$ cat src/rtl/shift_serializer.sv
// Parallel-to-serial converter: LANES lanes of BITS-bit words shifted out
// one bit per clock, with selectable bit order and gapless back-to-back words.
module shift_serializer #(
  parameter int unsigned BITS  = 6,
  parameter int unsigned LANES = 1
) (
  input  logic                  clk,
  input  logic                  rst,
  input  logic [BITS*LANES-1:0] din,
  input  logic                  din_valid,
  output logic                  din_ready,
  input  logic                  msb_first,
  output logic [LANES-1:0]      q,
  output logic                  q_valid,
  output logic                  sos,
  output logic                  eos,
  output logic                  busy
);

  localparam int unsigned CW = (BITS > 1) ? $clog2(BITS) : 1;
  localparam logic [CW-1:0] LAST = CW'(BITS - 1);

  typedef enum logic {
    IDLE  = 1'b0,
    SHIFT = 1'b1
  } state_t;

  state_t                       state, state_d;
  logic [CW-1:0]                count, count_d;
  logic [LANES-1:0][BITS-1:0]   shadow, shadow_d;
  logic                         mode, mode_d;
  logic                         last_c;
  logic                         xfer_c;
  logic [CW-1:0]                idx_c;

  // Ready depends only on registered state so the source sees no valid->ready loop.
  assign last_c    = (state == SHIFT) && (count == LAST);
  assign din_ready = (state == IDLE) || last_c;
  assign xfer_c    = din_valid && din_ready;

  always_ff @(posedge clk or negedge rst) begin
    if (!rst) begin
      state  <= IDLE;
      count  <= '0;
      shadow <= '0;
      mode   <= 1'b0;
    end else begin
      state  <= state_d;
      count  <= count_d;
      shadow <= shadow_d;
      mode   <= mode_d;
    end
  end

  always_comb begin
    state_d  = state;
    count_d  = count;
    shadow_d = shadow;
    mode_d   = mode;
    case (state)
      IDLE: begin
        if (xfer_c) begin
          shadow_d = din;
          mode_d   = msb_first;
          count_d  = '0;
          state_d  = SHIFT;
        end
      end
      SHIFT: begin
        if (last_c) begin
          count_d = '0;
          if (xfer_c) begin
            shadow_d = din;
            mode_d   = msb_first;
          end else begin
            state_d = IDLE;
          end
        end else begin
          count_d = count + CW'(1);
        end
      end
      default: begin
        state_d = IDLE;
        count_d = '0;
      end
    endcase
  end

  // Serial outputs are pure decodes of registered state; no din->q path.
  always_comb begin
    idx_c   = mode ? (LAST - count) : count;
    q_valid = (state == SHIFT);
    sos     = q_valid && (count == '0);
    eos     = last_c;
    busy    = q_valid;
    q       = '0;
    for (int unsigned l = 0; l < LANES; l++) begin
      q[l] = q_valid & shadow[l][idx_c];
    end
  end

endmodule

$ cat config.mk
export PLATFORM = sky130hd
export DESIGN_NAME = shift_serializer
export DESIGN_NICKNAME = d
export VERILOG_FILES = /design/src/rtl/shift_serializer.sv
export SDC_FILE = /design/constraint.sdc
export NUM_CORES = 1
export LEC_CHECK = 0
export CORE_UTILIZATION = 40
export DETAILED_ROUTE_END_ITERATION = 12
export PLACE_DENSITY = 0.81
export SYNTH_ARGS = -nofsm -noshare
export SYNTH_HDL_FRONTEND = slang
export SYNTH_SLANG_ARGS = --single-unit
$ cat constraint.sdc
create_clock -name clk -period 1.62 [get_ports clk]
set_clock_uncertainty 0.1 [all_clocks]
set_input_delay 0.324 -clock clk [delete_from_list [all_inputs] [get_ports clk]]
set_output_delay 0.324 -clock clk [all_outputs]
set_load 0.02 [all_outputs]
==> summary.txt <==
Route
  – Via total after detailed routing: roughly 460
  – Detailed-route wire length per cell: approximately 17 µm
  – # DRC: 0
  – Pre-Repair DR Iteration Count: 2
  – Initial DRC Count: 6
  – Vias per cell: just over 5
  – Routed WL: around 1.5 mm
  – Routed Antenna Nets: 0

Floorplanning
  – Die X: roughly 40 µm
  – Ports: 16
  – Die Y: about 40 µm
  – Core area: approximately 1300 µm²
  – Floorplan row count: 13
  – Die area: 1600 µm²
  – Initial Util: about 44%

Power
  – Combinational power share: between 60% and 70%
  – Pwr Density: approximately 2300 nW/µm²
  – Switch share: a little over a third
  – Net Sw Power: ~800 µW
  – Flop pwr share: 23.8%
  – Clock group share of total power: under 10%
  – Max VDD drop: 1.19 mV
  – Pint: about 1400 µW
  – Leakage: about 0.00048 µW

Timing
  – Worst setup margin: -0.471 ns
  – Max-slew headroom: between 60 and 70%
  – Final TNS setup: -1.16 ns
  – RSZ-0062 raised after global routing: true
  – Final period util: 129%
  – Final-report hold violation count: 0
  – Crit path time final: ~2.1 ns
  – Fmax: 0.478 GHz
  – Worst Tran Pin Value: between 0.5 and 0.6 ns
  – Pins Over Slew Limit: 0
  – # setup viols final: 11

Final layout
  – Final #Nets: 91
  – Synth-to-Final Area Change: 67.5%
  – Inserted Diodes: 0
  – Layout Cells excl Fill: slightly above 90
  – Most frequent cells in the layout: 14 x buf_4, 10 x dfrtp_1, 9 x clkdlybuf4s50_1, 7 x mux2_4, 6 x buf_6
  – Most common library cell in the layout ignoring fill and taps: buf_4
  – Share of layout cells above drive strength 1: between 50% and 60%
  – Design area: about 970 µm²

Placed design
  – IO buf count: 15
  – DP Cell Count: between 80 and 90
  – Placed cell area: ~860 µm²
  – GPL Wtd Cong: 0.785
  – Dpl hpwl: roughly 970 µm

Logic synthesis
  – Largest family of logic cells by synthesized area: multiplexers
  – Netlist cell types: 19
  – Cells after synthesis: 44
  – Compound-gate portion of the synthesized area: 6.06%
  – Syn Area/Cell: about 13 µm²
  – Post-Syn Nets: 57
  – Seq/Total Area, Yosys: ~48%
  – Simple-gate share of the synthesized area: 7.58%
  – Mux cell area share after synthesis: about 26%
  – Post-synthesis xor/xnor area fraction: around 1.5%
  – Cell Area, Synth: slightly below 600 µm²
  – Synth Register Bits: 11
  – YS warnings: 0
  – Adder-Cell Fraction of Synth Area: 6.49%

Clock network
  – CTS tree: built
  – Worst skew pair latency: about 0.27 ns
  – Clock-pin slew of the registers on the worst-case setup and hold paths: approximately 0.07 ns
  – TritonCTS buffer count: 3
  – H-Tree Depth: 1
  – Clock sink total: 11
  – Root buffer cell: clkbuf_4
  – Clk buf depth: 2

GRT
  – First-pass GRT wire length: around 2.1 mm
  – Gr ovfl total: 0
  – Antenna violations before repair: 0
  – Vias in the first global route: 480
  – Tot GR Track Use: a little over a fifth
  – Pin count of the biggest net entering global routing: 12

Status
  – Failing checks: setup timing
  – Outcome: finished, violations left

Setup path
  – Critical Path Fanout Max: 2
  – Reg2reg setup slack: -0.04 ns
  – Crit path required time: 1.20 ns
  – Crit path DAT: 1.67 ns
  – Critical path launch point type: register
  – Crit Path Category: reg -> out
  – Worst setup EP type: output port

Hold path
  – Hold crit path type: in -> async

Job
  – Max-Cap Viols: 0
-- cell usage after synthesis --
cell type	count	area, µm²
mux2i_1	2	20.0
buf_4	2	15.0
a21oi_1	1	5.00
and3b_1	1	8.76
or2_2	1	6.26
ha_1	3	37.5
nand2b_1	1	6.26
mux4_1	1	26.3
nor2_1	1	3.75
mux2_2	9	101
a32o_1	1	10.0
and3_2	1	7.51
nor3b_1	1	7.51
a21boi_2	1	11.3
dfrtp_1	11	275
xnor2_1	1	8.76
a22o_1	1	8.76
nand2_1	1	3.75
inv_1	4	15.0
-- worst paths after layout --
kind                           start   endpoint  cells past startpoint
max                             mode          q                      4
min                              rst  shadow[0]                      1
max reg2reg                 count[1]  shadow[3]                      6
min reg2reg                shadow[1]  shadow[1]                      1
max in group asynchronous        rst       busy                      1
min in group clk           shadow[1]  shadow[1]                      1
-- worst max-delay path, stage by stage, from the launching register on --
cell	delay, ns
dfrtp_1	0.41
xnor2_2	0.21
mux4_2	0.34
a32o_2	0.31
buf_6	0.13
-- power groups by stage --
stage / combinational, µW / clock (µW) / sequential (µW)
final: 1510 / 186 / 528
after global routing: 1590 / 200 / 546
after CTS: 1340 / 189 / 524
after detailed placement: 1220 / 0 / 516
after global placement: 1170 / 0 / 514
after floorplan: 721 / 0 / 528
-- flip-flops by register name, summed over array words and instances, names as in the netlist --
| register | count |
|---|---|
| busy | 1 |
| count | 3 |
| mode | 1 |
| shadow | 6 |
-- cell families after synthesis --
kind of cell | after synthesis
muxes | 12
adders and majority gates | 3
and+or+nand+nor | 7
xor gates and xnor gates | 1
buffers and inverters | 6
DFF | 11
AOI/OAI and AO/OA | 4
-- area by class of cell --
type	count	area, µm²
sequential	11	277
tap	15	18.8
fill	93	349
timing repair buffer	31	283
inverter	4	15.0
multi-input combinational	27	349
clock buffer	4	26.3
-- through the flow --
stage               hold slack (ns)  util (%)  worst slack [ns]  power [µW]
finish                        0.297      73.5            -0.471        2220
global route                  0.334      73.5            -0.523        2340
CTS                           0.302      70.0            -0.456        2050
detailed placement            0.389      65.0            -0.609        1730
global placement              0.395      65.0            -0.538        1680
floorplan                   -0.0716         -           -0.0396        1250
-- repair_timing --
item,in CTS,in global routing
hold buffers,0,0
pin swaps,4,2
resized for setup,27,11
setup endpoints to repair,13,13
buffers inserted,4,2
-- per-layer routing --
layer	share of wire (%)	vias up	routed length, µm	global-route usage [%]
met1	41	235	625	23.9
met2	55	10	844	38.3
met3	3.9	0	60	10.0
met5	0	-	0	0
met4	0	0	0	5.17
li1	-	219	-	-
(Power assumes the default switching activity.)
